$ cat src/rtl/pll_sup_pkg.sv
// pll_sup_pkg: supervisor state encoding and counter width helper.
package pll_sup_pkg;
  typedef enum logic [2:0] {PLL_RST, WAIT_LOCK, STABLE, RUN, FALLBACK} state_t;
  function automatic int cnt_width(input int a, input int b, input int c, input int d);
    int m;
    m = a;
    if (b > m) m = b;
    if (c > m) m = c;
    if (d > m) m = d;
    return $clog2(m + 1);
  endfunction
endpackage

$ cat src/rtl/sync_2ff.sv
// sync_2ff: 1-bit two-flop synchroniser.
// Ports: clk destination clock, rst_n async active-low reset, d async input, q synchronised output.
module sync_2ff (
  input  logic clk,
  input  logic rst_n,
  input  logic d,
  output logic q
);
  logic m;
  always_ff @(posedge clk or negedge rst_n)
    if (!rst_n) {q, m} <= 2'b00;
    else {q, m} <= {m, d};
endmodule

$ cat src/rtl/pll_supervisor_rst_seq.sv
// pll_supervisor_rst_seq: SB_PLL40 reset/lock supervisor with staged system resets and bypass fallback.
// Ports: REFERENCECLK clock, RESET async active-low reset, PLL_LOCK async lock, FORCE_RESTART restart pulse,
//        PLL_RESETB/PLL_BYPASS PLL controls, SYS_RESETN staged resets (bit 0 first), READY in RUN,
//        FAULT in FALLBACK, RETRY_CNT failed attempts, LOSS_CNT saturating lock-loss count.
module pll_supervisor_rst_seq
  import pll_sup_pkg::*;
#(
  parameter int PLL_RST_CYCLES      = 12,
  parameter int LOCK_TIMEOUT_CYCLES = 1200,
  parameter int LOCK_STABLE_CYCLES  = 120,
  parameter int RST_STRETCH_CYCLES  = 16,
  parameter int RST_STAGE_GAP       = 4,
  parameter int NUM_RST             = 2,
  parameter int MAX_RETRIES         = 3
) (
  input  logic               REFERENCECLK,
  input  logic               RESET,
  input  logic               PLL_LOCK,
  input  logic               FORCE_RESTART,
  output logic               PLL_RESETB,
  output logic               PLL_BYPASS,
  output logic [NUM_RST-1:0] SYS_RESETN,
  output logic               READY,
  output logic               FAULT,
  output logic [3:0]         RETRY_CNT,
  output logic [7:0]         LOSS_CNT
);
  localparam int STAGE_END = RST_STRETCH_CYCLES + (NUM_RST - 1) * RST_STAGE_GAP;
  localparam int CW = cnt_width(PLL_RST_CYCLES, LOCK_TIMEOUT_CYCLES, LOCK_STABLE_CYCLES, STAGE_END);
  state_t st;
  logic [CW-1:0] cnt, cnt_n;
  logic [NUM_RST-1:0] rel_n;
  logic [3:0] retry_n;
  logic lock_s;
  sync_2ff u_lock_sync (.clk(REFERENCECLK), .rst_n(RESET), .d(PLL_LOCK), .q(lock_s));
  // stage counter parks on the last release point; release mask is for the value it moves to
  assign cnt_n = (cnt == CW'(STAGE_END)) ? cnt : cnt + CW'(1);
  assign retry_n = RETRY_CNT + 4'd1;
  always_comb begin
    rel_n = '0;
    for (int i = 0; i < NUM_RST; i++) rel_n[i] = cnt_n >= CW'(RST_STRETCH_CYCLES + i * RST_STAGE_GAP);
  end
  always_ff @(posedge REFERENCECLK or negedge RESET)
    if (!RESET) begin
      st <= PLL_RST;
      cnt <= '0;
      PLL_RESETB <= 1'b0;
      PLL_BYPASS <= 1'b0;
      SYS_RESETN <= '0;
      READY <= 1'b0;
      FAULT <= 1'b0;
      RETRY_CNT <= '0;
      LOSS_CNT <= '0;
    end else if (FORCE_RESTART) begin
      st <= PLL_RST;
      cnt <= '0;
      PLL_RESETB <= 1'b0;
      PLL_BYPASS <= 1'b0;
      SYS_RESETN <= '0;
      READY <= 1'b0;
      FAULT <= 1'b0;
      RETRY_CNT <= '0;
    end else
      case (st)
        PLL_RST:
          if (cnt == CW'(PLL_RST_CYCLES - 1)) begin
            st <= WAIT_LOCK;
            cnt <= '0;
            PLL_RESETB <= 1'b1;
          end else cnt <= cnt + CW'(1);
        WAIT_LOCK:
          if (lock_s) begin
            st <= STABLE;
            cnt <= '0;
          end else if (cnt == CW'(LOCK_TIMEOUT_CYCLES - 1)) begin
            cnt <= '0;
            RETRY_CNT <= retry_n;
            if (retry_n == 4'(MAX_RETRIES)) begin
              st <= FALLBACK;
              PLL_BYPASS <= 1'b1;
              FAULT <= 1'b1;
            end else begin
              st <= PLL_RST;
              PLL_RESETB <= 1'b0;
            end
          end else cnt <= cnt + CW'(1);
        STABLE:
          if (!lock_s) begin
            st <= WAIT_LOCK;
            cnt <= '0;
          end else if (cnt == CW'(LOCK_STABLE_CYCLES - 1)) begin
            st <= RUN;
            cnt <= '0;
            READY <= 1'b1;
            RETRY_CNT <= '0;
          end else cnt <= cnt + CW'(1);
        RUN:
          if (!lock_s) begin
            st <= PLL_RST;
            cnt <= '0;
            PLL_RESETB <= 1'b0;
            SYS_RESETN <= '0;
            READY <= 1'b0;
            if (LOSS_CNT != 8'hFF) LOSS_CNT <= LOSS_CNT + 8'd1;
          end else begin
            cnt <= cnt_n;
            SYS_RESETN <= rel_n;
          end
        FALLBACK: begin
          cnt <= cnt_n;
          SYS_RESETN <= rel_n;
        end
        default: st <= PLL_RST;
      endcase
endmodule

$ cat config.mk
export PLATFORM = sky130hd
export DESIGN_NAME = pll_supervisor_rst_seq
export DESIGN_NICKNAME = d
export VERILOG_FILES = /design/src/rtl/pll_sup_pkg.sv /design/src/rtl/sync_2ff.sv /design/src/rtl/pll_supervisor_rst_seq.sv
export SDC_FILE = /design/constraint.sdc
export NUM_CORES = 1
export LEC_CHECK = 0
export CAP_MARGIN = 20
export CORE_AREA = 2 2 69 71
export CTS_CLUSTER_DIAMETER = 50
export DETAILED_ROUTE_END_ITERATION = 6
export DIE_AREA = 0 0 71 73
export HOLD_SLACK_MARGIN = 0.05
export PLACE_DENSITY = 0.75
export SLEW_MARGIN = 40
export SYNTH_ARGS = -nofsm -noshare
export SYNTH_HDL_FRONTEND = slang
export SYNTH_SLANG_ARGS = --single-unit
$ cat constraint.sdc
create_clock -name REFERENCECLK -period 3.2 [get_ports REFERENCECLK]
set_clock_uncertainty 0.15 [all_clocks]
set_input_delay 0.64 -clock REFERENCECLK [delete_from_list [all_inputs] [get_ports REFERENCECLK]]
set_output_delay 0.64 -clock REFERENCECLK [all_outputs]
set_load 0.01 [all_outputs]
# After elaboration in Yosys (flattened, before gate mapping)
# Cells that the tools add are included.
[totals] regBits=33 inputBits=4 output_inout_bits=18 elab_cells=96
[op_classes] n_addsub=3 order_cmp=2 eq_ne=21 n_mux=43 n_bitwise=2 n_reduce_logical=15
[op_table] cell="11-bit 2-to-1 mux" count=8
[op_table] cell="11-bit one-hot mux with 5 select lines" count=1
[op_table] cell="3-bit 2-to-1 mux" count=8
[op_table] cell="11-bit by 5-bit greater-or-equal comparator with 1-bit output, second input constant" count=2
[op_table] cell="4-bit 2-to-1 mux" count=5
[op_table] cell="3-bit != test, second input constant" count=6
[op_table] cell="3-bit one-hot mux with 5 select lines" count=1
[op_table] cell="1-bit 2-to-1 mux" count=14
[op_table] cell="4-bit AND reduction" count=3
[op_table] cell="11-bit by 1-bit adder with 11-bit output, second input constant" count=1
[op_table] cell="11-bit == test, second input constant" count=1
[op_table] cell="11-bit by 4-bit == test with 1-bit output, second input constant" count=1
[op_table] cell="11-bit by 5-bit == test with 1-bit output, second input constant" count=1
[op_table] cell="11-bit by 7-bit == test with 1-bit output, second input constant" count=1
[op_table] cell="5-bit AND reduction" count=2
[op_table] cell="3-bit nonzero test" count=3
[op_table] cell="8-bit by 1-bit adder with 8-bit output, second input constant" count=1
[op_table] cell="8-bit != test, second input constant" count=1
[op_table] cell="4-bit one-hot mux with 2 select lines" count=1
[op_table] cell="3-bit by 2-bit == test with 1-bit output, second input constant" count=2
[op_table] cell="6-bit AND reduction" count=1
[op_table] cell="2-bit nonzero test" count=3
[op_table] cell="6-bit nonzero test" count=1
[op_table] cell="4-bit by 1-bit adder with 4-bit output, second input constant" count=1
[op_table] cell="14 further kinds" count=17

# Longest topological paths before layout
# Gate-level depths: netlist of run 1.
[logic_depth] word_depth=7 ltp_mapped=9 ltp_nobuf=7

# Modules after synthesis
# Synthesis of run 1 repeated with hierarchy kept, for this count alone.
[unflattened] cells_unflattened=246 hier_area_um2=2119.5
[modules_own_cells] module="pll_supervisor_rst_seq" n_inst=1 cells_per_inst=244 area_each_um2=2069.5 seq_area_each_um2=775.7
[modules_own_cells] module="sync_2ff" n_inst=1 cells_per_inst=2 area_each_um2=50.0 seq_area_each_um2=50.0

# Worst setup path before layout of run 1
# No wires, ideal clock.
[synth_timing] path_type="flip-flop to flip-flop" startpoint="reg cnt[1]" endpoint="reg SYS_RESETN[1]" setup_time_ns=0.126 t_arrival_ns=2.167 t_required_ns=2.924 path_slack_ns=0.757 path_stages_with_launch=9 path_buffers=1 synth_period_minus_slack_ns=2.443 cell_sequence="dfrtp_1 ha_1 clkbuf_1 nand3_2 nor3_1 mux2i_1 a21oi_1 o21a_1 a221o_1"
[synth_via] elab_chain_len=6 word_cells_on_any_way=7 cone_classes="add/sub (1); order compare (1); eq/ne (1); mux (4)"
[synth_rtl] element="start, declared" line_no="pll_supervisor_rst_seq.sv:31" source="logic [CW-1:0] cnt, cnt_n;"
[synth_rtl] element="start signal, assigned" line_no="pll_supervisor_rst_seq.sv:70" source="end else cnt <= cnt + CW'(1);"
[synth_rtl] element="start signal, assigned" line_no="pll_supervisor_rst_seq.sv:86" source="end else cnt <= cnt + CW'(1);"
[synth_rtl] element="start signal, assigned" line_no="pll_supervisor_rst_seq.sv:96" source="end else cnt <= cnt + CW'(1);"
[synth_rtl] element="11-bit by 1-bit adder with 11-bit output / 11-bit by 5-bit == test with 1-bit output (equally long branches)" line_no="pll_supervisor_rst_seq.sv:37" source="assign cnt_n = (cnt == CW'(STAGE_END)) ? cnt : cnt + CW'(1);"
[synth_rtl] element="11-bit 2-to-1 mux (*)" line_no="pll_supervisor_rst_seq.sv:37"
[synth_rtl] element="11-bit by 5-bit greater-or-equal comparator with 1-bit output (*)" line_no="pll_supervisor_rst_seq.sv:41" source="for (int i = 0; i < NUM_RST; i++) rel_n[i] = cnt_n >= CW'(RST_STRETCH_CYCLES + i * RST_STAGE_GAP);"
[synth_rtl] element="2-bit 2-to-1 mux" line_no="pll_supervisor_rst_seq.sv:98" source="if (!lock_s) begin"
[synth_rtl] element="2-bit one-hot mux with 2 select lines (*)" line_no="pll_supervisor_rst_seq.sv:64" source="case (st)"
[synth_rtl] element="2-bit 2-to-1 mux (*)" line_no="pll_supervisor_rst_seq.sv:54" source="end else if (FORCE_RESTART) begin"
[synth_rtl] element="end signal, assigned" line_no="pll_supervisor_rst_seq.sv:107" source="SYS_RESETN <= rel_n;"
[synth_rtl] element="end signal, assigned" line_no="pll_supervisor_rst_seq.sv:111" source="SYS_RESETN <= rel_n;"
[synth_rtl] element="end, declared" line_no="pll_supervisor_rst_seq.sv:22" source="output logic [NUM_RST-1:0] SYS_RESETN,"
# Every way passes the cells marked *; elsewhere a longest branch is shown, timed or not.
# A chain may end at the register's enable or synchronous reset.

# Worst setup path in the final report of run 1
[layout_timing] startpoint="reg st[0]" endpoint="reg cnt[5]"
[layout_via] elab_chain_len=3 word_cells_on_any_way=8 cone_classes="eq/ne (4); mux (2); reduce/logical (2)"
[layout_rtl] element="start, declared" line_no="pll_supervisor_rst_seq.sv:30" source="state_t st;"
[layout_rtl] element="start signal, assigned" line_no="pll_supervisor_rst_seq.sv:45" source="st <= PLL_RST;"
[layout_rtl] element="start signal, assigned" line_no="pll_supervisor_rst_seq.sv:55" source="st <= PLL_RST;"
[layout_rtl] element="start signal, assigned" line_no="pll_supervisor_rst_seq.sv:67" source="st <= WAIT_LOCK;"
[layout_rtl] element="3-bit == test (tied with other cells)" line_no="pll_supervisor_rst_seq.sv:64"
[layout_rtl] element="11-bit one-hot mux with 5 select lines" line_no="pll_supervisor_rst_seq.sv:64"
[layout_rtl] element="11-bit 2-to-1 mux" line_no="pll_supervisor_rst_seq.sv:54"
# Several ways; a longest one is shown, not always the timed one.

==> results by stage, run 1 <==
Floorplan:
- The die area is just over 0.005 mm².
- From bottom edge to top edge, the die measures 73 µm.
- The floorplan step defined a core boundary enclosing about 0.0045 mm².
- The floorplan has 25 rows.
- From left edge to right edge, the die measures ~71 µm.
- The number of top-level design ports is 22.
- The starting density of the core is 46.84%.

Power:
- The switching part of the total is between 20% and 30%.
- Per report_power, the sequential group accounts for 49.5% of the total.
- The power share of the clock group is around a third.
- In this run the power spent charging and discharging nets is 0.2952 mW.
- Power spread over the standard cell area amounts to about 400 mW/mm².
- Across the VDD grid, the largest voltage drop is 0.3067 mV.
- For this design the static power due to leakage is about 1.0 nW.
- The combinational fraction of design power is 18.5%.
- The internal portion of total power is roughly 0.7 mW.

Yosys:
- By area the synthesized netlist is led by dfrtp_1 39%, nand2_1 5.1%, a21oi_1 3.5%.
- The most used flip-flop cell after synthesis is dfrtp_1.
- Counting flops and latches in the post-synthesis netlist gives 33.
- The number of instances in the synthesized netlist is around 240.
- dfrtp_1 takes more of the synthesized area than any other cell.
- Counting flops with a built-in enable in the synthesized netlist gives 0.
- The top cell type by area accounts for 38.87% of the synthesized area.
- The count of yosys warnings during synthesis is 0.
- The register area share after synthesis is 38.87%.
- The unique cell type count in the Yosys netlist is 57.
- The average cell area after synthesis is 8.779 µm².
- Counting every net in the synthesized netlist gives approximately 250.
- The cell area that synthesis handed to floorplanning was approximately 0.0021 mm².
- Counting flops with an async set or reset pin after synthesis yields a share of 100.0%.
- Sorting the synthesized cells by how often they occur yields 33 x dfrtp_1, 29 x nand2_1, 18 x nor2_1.
- The most frequent cell after synthesis is dfrtp_1.

Timing:
- The transition time at the pin with the least slew margin is approximately 0.58 ns.
- Setup repair after global routing left no endpoint under its margin.
- The highest achievable clock rate is between 300 and 400 MHz.
- The count of final hold-check violations is 0.
- The worst path in the final design needs a cycle of between 2 and 3 ns, including I/O delays and setup.
- The final worst-path setup slack is about 0.58 ns.
- The final hold slack is a little over 0.2 ns.
- The final number of max-transition violations came to 0.
- The headroom to the max-slew limit is around three fifths.
- The final critical path takes up 81.97% of the cycle.
- Setup violations remaining at the end of the flow were counted as 0.
- The aggregate negative setup slack is 0 ns.

Routing:
- The mean number of vias per cell is about 6.0.
- After detailed routing, the average wire length per cell comes to ~16 µm.
- The first detailed-routing pass ran for 4 iterations.
- The number of DRC violations after detailed-routing iteration 0 is around 190.
- In the routed design, unresolved DRC markers number 0.
- The number of routed nets with antenna violations is 0.
- Wires add up to just under 5000 µm.
- The routed layout has ~1.9k vias.

Placement:
- Prior to clock tree synthesis, the placed netlist has a worst setup slack of approximately 0.58 ns.
- Counting tap cells, the placed design contains a total of about 310 instances.
- Summed over all nets, the half-perimeter wirelength after detailed placement is around 3400 µm.
- At the end of routability-driven placement, the weighted congestion stood at 0.8864.
- During placement, the flow inserted port buffers numbering 21.

Min path:
- The path class of the tightest hold or removal check is reg -> reg.

Clock network:
- Clock-pin slew was measured on the worst setup and hold paths at roughly 0.06 ns.
- Hold repair after CTS inserted 0 buffers.
- For the worst-skew pair, the clock arrives at the later sink with an insertion delay of between 0.2 and 0.3 ns.
- Clock tree synthesis selected as its root buffer the cell clkbuf_8.
- The CTS tree is yes.
- The number of gates given a new drive strength after cts is 0.
- The clock tree buffer depth is 2.
- The buffer count from post-CTS setup fixing is 0.
- The H-tree generated during clock tree synthesis spans 2 levels.
- The clock net in this run drives a total of 33 sinks.
- The TritonCTS buffer count is 5.

Run:
- Across the run, the number of max-cap violations was 0.

Finish:
- Cells with a size suffix above 1 make up 8.846% of the layout.
- The count of inserted antenna diode cells is 0.
- The number of nets in the layout is roughly 270.
- The final non-filler cell total is between 300 and 400.
- The utilization after layout is between 50 and 60%.
- The layout overhead on the synthesized area is 15.67%.

Outcome:
- The flow ran to the end, and the final reports show no timing, DRC or antenna violations.

Global route:
- The via count of the first global-routing pass came to between 1.5k and 2k.
- Global routing consumed, over all layers together, between 20% and 30% of the routing resources.
- The sum of overflow across all layers after global routing is 0.
- The number of antenna violations at the first check in global routing is 0.
- The first global-routing pass estimated 8086 µm of wire.
- The pin count of the biggest net entering global routing is 34.

Worst setup path:
- Data arrives at the worst endpoint at around 2.7 ns.
- STA puts the critical path data required time at 3.25 ns.
- Of all nets on the critical path, the largest fanout is 15.
- The path type of the worst setup path is reg -> reg.
- The kind of capture point of the worst setup path is a flop.
- The kind of start point of the critical path is a flop.
==> through the flow <==
step / area, µm² / total power [mW]
after CTS: 2457 / 1.001
after global routing: 2457 / 1.048
final: 2457 / 0.9907
after floorplan: 2125 / 0.6191
after global placement: 2367 / 0.6759
after detailed placement: 2367 / 0.6775
==> area by class of cell <==
| class | instances | area [µm²] |
|---|---|---|
| inverter | 8 | 30.03 |
| fill | 408 | 2078 |
| sequential | 33 | 825.8 |
| timing repair buffer | 27 | 255.2 |
| clock buffer | 6 | 82.58 |
| tap | 54 | 67.56 |
| multi-input combinational | 185 | 1189 |
| clock inverter | 1 | 7.507 |
==> metal layers <==
metal / GRT usage (%) / wire [µm] / up-vias
met1: 29.14 / 2348 / 905
met4: 7.338 / 63 / 0
met5: 0 / 0 / -
met3: 4.282 / 256 / 5
li1: - / - / 920
met2: 29.60 / 2229 / 55
==> power by group through the flow <==
stage	Combinational [mW]	Sequential (mW)	Clock, mW
final	0.184	0.491	0.317
after global routing	0.207	0.495	0.346
after CTS	0.183	0.490	0.329
after detailed placement	0.180	0.497	0
after global placement	0.181	0.495	0
after floorplan	0.138	0.481	0
==> worst paths after layout <==
kind                               start             to  slack [ns]  cells past startpoint
max                                st[0]         cnt[5]        0.58                      6
min                        u_lock_sync.m  u_lock_sync.q        0.20                      0
max reg2reg                        st[0]         cnt[5]        0.58                      6
min reg2reg                u_lock_sync.m  u_lock_sync.q        0.20                      0
max in group asynchronous          RESET    LOSS_CNT[7]        1.98                      2
min in group asynchronous          RESET        cnt[10]        0.61                      2
==> sequential cells by signal, summed over array words and instances (netlist names) <==
name and count:
LOSS_CNT 8, RETRY_CNT 4, FAULT 1, u_lock_sync.q 1, SYS_RESETN 2, READY 1, u_lock_sync.m 1, cnt 11
st 3, PLL_RESETB 1
==> cells by family after synthesis <==
| family | synth area share [%] |
|---|---|
| AO/OA/AOI/OAI | 22.20 |
| XOR/XNOR | 3.298 |
| adder cells (fa/ha/maj) | 2.945 |
| buffers and inverters | 5.182 |
| flip-flops | 38.87 |
| multiplexers | 1.472 |
| AND/OR/NAND/NOR | 26.03 |
==> critical path: stages (launching register included) <==
cell	delay [ns]
dfrtp_1	0.52
inv_1	0.19
or3_4	0.46
o31ai_2	0.35
o21a_1	0.48
o21ai_0	0.19
a31oi_1	0.20
==> cells in the final DEF (no fill, tap or decap), drive strengths merged, types with 3 or more instances in the layout <==
cell and count:
xnor2 4, xor2 4, nor2b 4, inv 8, a21oi 15, dfrtp 33
nor2 18, and2 3, nand2b 3, and3 7, ha 5, clkdlybuf4s50 21
o21a 4, a31oi 8, nand4 4, and4 3, nand2 29, clkbuf 6
or2 3, o22ai 3, a22o 3, o21ai 13, nand3 10, nor3 7
buf 6
(Power assumes the default switching activity.)
==> inputs of run 2 (changes only) <==
==> constraint.sdc (replaced) <==
create_clock -name REFERENCECLK -period 2.7 [get_ports REFERENCECLK]
set_clock_uncertainty 0.15 [all_clocks]
set_input_delay 0.54 -clock REFERENCECLK [delete_from_list [all_inputs] [get_ports REFERENCECLK]]
set_output_delay 0.54 -clock REFERENCECLK [all_outputs]
set_load 0.01 [all_outputs]
==> run 2 against run 1 <==
Clock-buffer cell count is the same. Maximum frequency grew 5.6%. First-iteration DRC count fell by 32%. Wire length increased by 5.8%. Critical path type unchanged. Critical endpoint is now cnt[3]. Largest cell class unchanged. Largest power group unchanged.
==> results by stage, run 2 (same netlist as run 1, synthesis figures left out) <==
Outcome:
- The flow ran to the end, and the final reports show no timing, DRC or antenna violations.

Worst setup path:
- For the worst setup path, the data arrival time is 2.52 ns.
- The kind of start point of the critical path is a flop.
- The maximum fanout along the worst path is 15.
- The path type of the worst setup path is reg -> reg.
- STA classifies the critical path endpoint as a flop.
- Measured in cells, the most critical reg-to-reg path has a length of 6.
- STA puts the critical path data required time at approximately 2.7 ns.

Power:
- Dividing total power by cell area gives a power density of between 400 and 500 mW/mm².
- VDD sags by at most ~0.35 mV.
- The leakage power figure is roughly 1.1 nW.

Run:
- Across the run, the number of max-cap violations was 0.

Clock network:
- The clock drives 33 sinks.
- The number of gates given a new drive strength after cts is 0.
- The number of H-tree levels is 2.
- The longest clock path from root to sink contains 2 buffers.
- Buffers inserted during clock tree synthesis total 5.
- The tree is rooted in a clkbuf_8.
- The clock transition at the register clock pins on the worst setup and hold paths after CTS is ~0.07 ns.
- The CTS tree is yes.
- The number of buffers inserted by hold repair at cts is 0.
- For the worst-skew pair, the clock arrives at the later sink with an insertion delay of 0.30 ns.
- The buffer count from post-CTS setup fixing is 0.

Global route:
- The number of antenna violations at the first check in global routing is 0.
- The via count of the first global-routing pass is about 1.9k.
- Summed over all layers, the global routing overflow is 0.
- The first-pass GRT wire length is around 9000 µm.
- The aggregate global-route resource usage is between 20% and 30%.
- The pin count of the biggest net entering global routing is 34.

Timing:
- Static timing analysis puts the maximum clock frequency at between 400 and 500 MHz.
- The final number of max-transition violations is 0.
- The count of final hold-check violations came to 0.
- Setup repair after global routing left no endpoint under its margin.
- Setup violations remaining at the end of the flow were counted as 0.
- For the finished layout, the period the worst path requires is roughly 2.5 ns.
- The aggregate negative setup slack is 0 ns.
- The final clock period utilization by the worst path is ~90%.
- The headroom to the max-slew limit is approximately 66%.
- At the pin with the least slew margin, the transition time is around 0.50 ns.

Placement:
- The final weighted congestion in routability-driven placement is around 0.90.
- Once placement completed, the tool counted placed cells totaling 320.
- The HPWL after detailed placement is roughly 3700 µm.
- Input and output buffers added on the ports amount to 21.

Floorplan:
- Once the floorplan was initialized, standard cells occupied around 47% of the core.
- The number of top-level design ports is 22.
- The floorplan step set the die height to 73 µm.
- The floorplan core area is approximately 0.0045 mm².
- The die boundary width is a little over 70 µm.
- The die area is about 0.0052 mm².
- The floorplan has 25 rows.

Routing:
- The first TritonRoute pass finished after 4 iterations.
- After detailed routing, the number of remaining DRC violations is 0.
- The routed length per instance is around 16 µm.
- Summed over all nets, wire length on met3 after detailed routing comes to between 200 and 300 µm.
- The detailed router finished its first iteration with between 100 and 150 violations.
- The number of routed nets with antenna violations is 0.
- The highest layer touched by signal routing is met4.
- The met1 wire length is between 2000 and 2500 µm.
- The detailed route wirelength on metal2 is approximately 2400 µm.
- The overall routed net length is 5183 µm.
- The via count of the routed design is 1951.
- The mean number of vias per cell is 5.948.

Min path:
- The class of the tightest hold or removal check is reg -> reg.
- Along the worst hold path, the cell count comes to 0.

Finish:
- More flip-flops sit in one register than any other, and that register is cnt.
- Once layout is complete, the cells apart from fillers number ~330.
- For this run, the post-layout net count is 282.
- The most common cell after layout, fill and taps aside is dfrtp_1.
- The top cell types in the final layout, fill and taps aside, are 33 x dfrtp_1, 29 x nand2_1, 21 x clkdlybuf4s50_1.
- The count of inserted antenna diode cells is 0.
- The layout overhead on the synthesized area is 20.79%.
- The proportion of layout cells with a drive suffix above 1 is around 14%.
- The largest registers in the layout are cnt (11), LOSS_CNT (8), RETRY_CNT (4).
- The number of flip-flops in the largest register is 11.
- Fill cells in the final layout number about 400.
run 2: metal layers:
metal  track usage, %  vias to the layer above
met5                0                        -
met4            9.015                        0
met3            5.249                       12
met2            32.61                       63
met1            29.70                      926
li1                 -                      950
run 2: worst max-delay path, cell delays in order, from the launching register on:
cell	delay [ns]
dfrtp_1	0.42
or4_4	0.52
o311ai_4	0.30
o31ai_2	0.14
o21a_1	0.39
a22o_1	0.28
a22o_1	0.17
run 2: area by class of cell:
class	count	area, µm²	area share, %
Clock buffer	6	82.58	3.218
Clock inverter	2	13.76	0.5363
Inverter	8	30.03	1.170
Multi-Input combinational cell	185	1194	46.51
Sequential cell	33	825.8	32.18
Tap cell	54	67.56	2.633
Timing Repair Buffer	40	352.8	13.75
run 2: path summary, 6_finish.rpt:
check	endpoint	slack (ns)	startpoint
min	u_lock_sync.q	0.21	u_lock_sync.m
min in group asynchronous	st[0]	0.49	RESET
max	cnt[3]	0.22	cnt[3]
max reg2reg	cnt[3]	0.22	cnt[3]
max in group asynchronous	cnt[10]	1.60	RESET
min reg2reg	u_lock_sync.q	0.21	u_lock_sync.m
run 2: per-stage QoR:
step	area (µm²)	hold slack (ns)	util, %	power, mW	setup WS (ns)
floorplan	2125	0.09441	-	0.7338	0.2571
global placement	2465	0.1850	54.34	0.8489	0.2824
detailed placement	2465	0.1927	54.34	0.8528	0.2310
CTS	2561	0.2093	56.47	1.247	0.2096
global route	2566	0.2287	56.58	1.304	0.09431
finish	2566	0.2052	56.58	1.244	0.2156
run 2: where the power goes:
part | switching, mW | total (mW) | internal, mW
Combinational | 0.168 | 0.299 | 0.131
Sequential | 0.0278 | 0.551 | 0.523
Clock | 0.188 | 0.394 | 0.206
==> inputs of run 3 (changes only) <==
--- a/config.mk
+++ b/config.mk
@@ -11,7 +11,7 @@
 export DETAILED_ROUTE_END_ITERATION = 6
 export DIE_AREA = 0 0 71 73
 export HOLD_SLACK_MARGIN = 0.05
-export PLACE_DENSITY = 0.75
+export PLACE_DENSITY = 0.69
 export SLEW_MARGIN = 40
 export SYNTH_ARGS = -nofsm -noshare
 export SYNTH_HDL_FRONTEND = slang
==> run 3 against run 2 <==
Clock power up 23%. Critical path depth unchanged. Wire length up 2.0%. Sequential power down 0.7%. Non-clock buffer count up 1. First-iteration DRC count down 5.4%. Maximum frequency up 0.32%. Cell count up 0.30%. Clock-buffer cell count up 1. Die area unchanged. Critical endpoint unchanged.
==> results by stage, run 3 (same netlist as run 1, synthesis figures left out) <==
Outcome:
- The flow ran to the end, and the final reports show no timing, DRC or antenna violations.

Finish:
- The largest registers in the layout are cnt (11), LOSS_CNT (8), RETRY_CNT (4).
- The area of combinational cells with multiple inputs is around 0.0012 mm².
- More flip-flops sit in one register than any other, and that register is cnt.
- The register with the most flip-flops in the layout has 11 of them.
- Across the whole layout, storage elements account for approximately 830 µm².
- The most common cell after layout, fill and taps aside is dfrtp_1.
- Cells with a size suffix above 1 make up 13.82% of the layout.
- The filler cell count is 404.
- The count of inserted antenna diode cells is 0.
- The number of nets in the layout is 283.
- The layout overhead on the synthesized area is 22.08%.
- Leaving out fill and tap cells, the most frequent cells in the layout are 33 x dfrtp_1, 29 x nand2_1, 21 x clkdlybuf4s50_1.

Clock network:
- After clock tree synthesis, the clock-pin slew on the worst setup and hold paths is 0.07 ns.
- The number of H-tree levels is 2.
- The CTS tree is yes.
- The tree is rooted in a clkbuf_8.
- The TritonCTS sink count is 33.
- The TritonCTS buffer count is 5.
- The buffer count from post-CTS setup fixing is 0.
- The clock latency reported for the late side of the worst-skew pair is 0.29 ns.
- The clock passes through at most 2 buffers.

Power:
- The leakage power figure is about 1.1 nW.
- IR analysis of the VDD net gives a maximum drop of approximately 0.46 mV.
- Dividing total power by cell area gives a power density of ~500 mW/mm².
- Power comes to 1.318 mW.

Worst setup path:
- The kind of start point of the critical path is a flop.
- At the worst endpoint, the required time is 2.72 ns.
- The worst register-to-register path ends at cnt[3].
- For flop-to-flop paths, the worst setup slack is 0.22 ns.
- The worst endpoint data arrival time is between 2 and 3 ns.
- The maximum fanout along the worst path is 15.
- The path type of the worst setup path is reg -> reg.
- The worst setup path is captured at a flop.
- The reg-to-reg critical path startpoint is cnt[9].
- The number of cells on the worst reg-to-reg path is 6.

Timing:
- The aggregate negative setup slack is 0 ns.
- The final clock period utilization by the worst path is 91.72%.
- The final number of max-transition violations is 0.
- Headroom to the max-slew limit came out at roughly two thirds.
- The transition time at the pin with the least slew margin is between 0.5 and 0.6 ns.
- Setup violations remaining at the end of the flow were counted as 0.
- The minimum period implied by the final worst setup slack is around 2.5 ns.
- Timing would allow up to around 400 MHz.
- Setup repair after global routing left no endpoint under its margin.
- The count of final hold-check violations is 0.

Global route:
- The sum of overflow across all layers after global routing is 0.
- Global routing consumed, over all layers together, 21.88% of the routing resources.
- The number of antenna violations at the first check in global routing is 0.
- The via count of the first global-routing pass was about 1.8k.
- The first-pass GRT wire length is 8818 µm.
- Entering global routing, the biggest net connects 34 pins.

Routing:
- Using the TritonRoute via totals, the vias-per-cell ratio works out to roughly 5.9.
- The iteration count of the initial detailed-routing pass is 4.
- After detailed routing, the average wire length per cell comes to 16.06 µm.
- The number of routed nets with antenna violations is 0.
- For this run, design rule violations remaining after detail routing come to 0.
- The number of DRC violations after detailed-routing iteration 0 is between 100 and 150.
- For this block, the via count after detailed routing is 1941.
- The overall routed net length is around 5300 µm.

Floorplan:
- The number of top-level design ports is 22.
- In this run the core area contains 25 standard-cell rows.
- The die area is between 0.005 and 0.006 mm².
- The starting density of the core is 46.84%.
- The die boundary width is roughly 71 µm.
- In this run the vertical extent of the chip is about 73 µm.
- The core region is ~0.0045 mm².

Placement:
- After legalization and detailed placement, the total HPWL measured roughly 3800 µm.
- The count of port buffers added during placement is 21.
- The congestion estimate from routability-driven global placement came to 0.9255.

Min path:
- The class of the tightest hold or removal check is reg -> reg.
- The endpoint of the worst hold path is u_lock_sync.q.
- In this run the most critical hold path is launched from u_lock_sync.m.
- The number of instances on the worst hold path is 0.

Run:
- The number of maximum-capacitance constraint violations is 0.
## run 3: cell count changes in the layout (fill, tap and decap cells not counted), sizes merged
| cell | delta |
|---|---|
| bufinv | +1 |
| buf | +1 |
| clkbuf | +1 |
| clkinv | -2 |
## run 3: cell type report
| type | instances | area share (%) |
|---|---|---|
| Clock buffer | 7 | 3.329 |
| Clock inverter | 1 | 1.158 |
| Inverter | 8 | 1.158 |
| Multi-Input combinational cell | 185 | 46.02 |
| Sequential cell | 33 | 31.84 |
| Tap cell | 54 | 2.605 |
| Timing Repair Buffer | 41 | 13.89 |
## run 3: metrics by stage
stage / hold WS (ns) / instances / utilization [%] / worst slack [ns] / area, µm²
2_1_floorplan: 0.09441 / 242 / - / 0.2571 / 2125
3_3_place_gp: 0.1924 / 321 / 54.51 / 0.2570 / 2472
3_5_place_dp: 0.1886 / 321 / 54.51 / 0.2397 / 2472
4_1_cts: 0.2034 / 329 / 57.08 / 0.2303 / 2589
5_1_grt: 0.2117 / 329 / 57.19 / 0.08805 / 2594
6_report: 0.2041 / 329 / 57.19 / 0.2237 / 2594
## run 3: power by group
part	switching, mW	leakage [nW]	total, mW	internal, mW
Sequential	0.0244	0.451	0.547	0.523
Combinational	0.161	0.613	0.287	0.126
Clock	0.183	0.0585	0.484	0.301
Total	0.368	1.12	1.32	0.950
## run 3: critical path, cell delays in order (launching register included)
cell      delay, ns
dfrtp_1        0.38
or4_4          0.56
o311ai_4       0.31
o31ai_2        0.15
o21a_1         0.38
a22o_1         0.27
a22o_1         0.17
## run 3: worst max path at each step
stage                   from            end  slack, ns  depth (start not counted)
2_1_floorplan         cnt[1]  SYS_RESETN[1]       0.26                          8
3_3_place_gp   FORCE_RESTART    LOSS_CNT[4]       0.26                          8
3_5_place_dp          cnt[9]         cnt[3]       0.24                          6
4_1_cts               cnt[9]         cnt[3]       0.23                          6
5_1_grt               cnt[9]   RETRY_CNT[2]       0.09                          7
6_report              cnt[9]         cnt[3]       0.22                          6
## run 3: per-layer routing
metal	vias up	track usage, %	part of all wire [%]
met4	0	5.660	0.70
li1	953	-	-
met2	52	34.79	46
met1	932	30.43	47
met5	-	0	0
met3	4	4.972	5.5
## run 3: timing repair
item	in CTS	in global routing
setup endpoints to repair	0	1
hold buffers	0	0
gates resized for setup	0	1
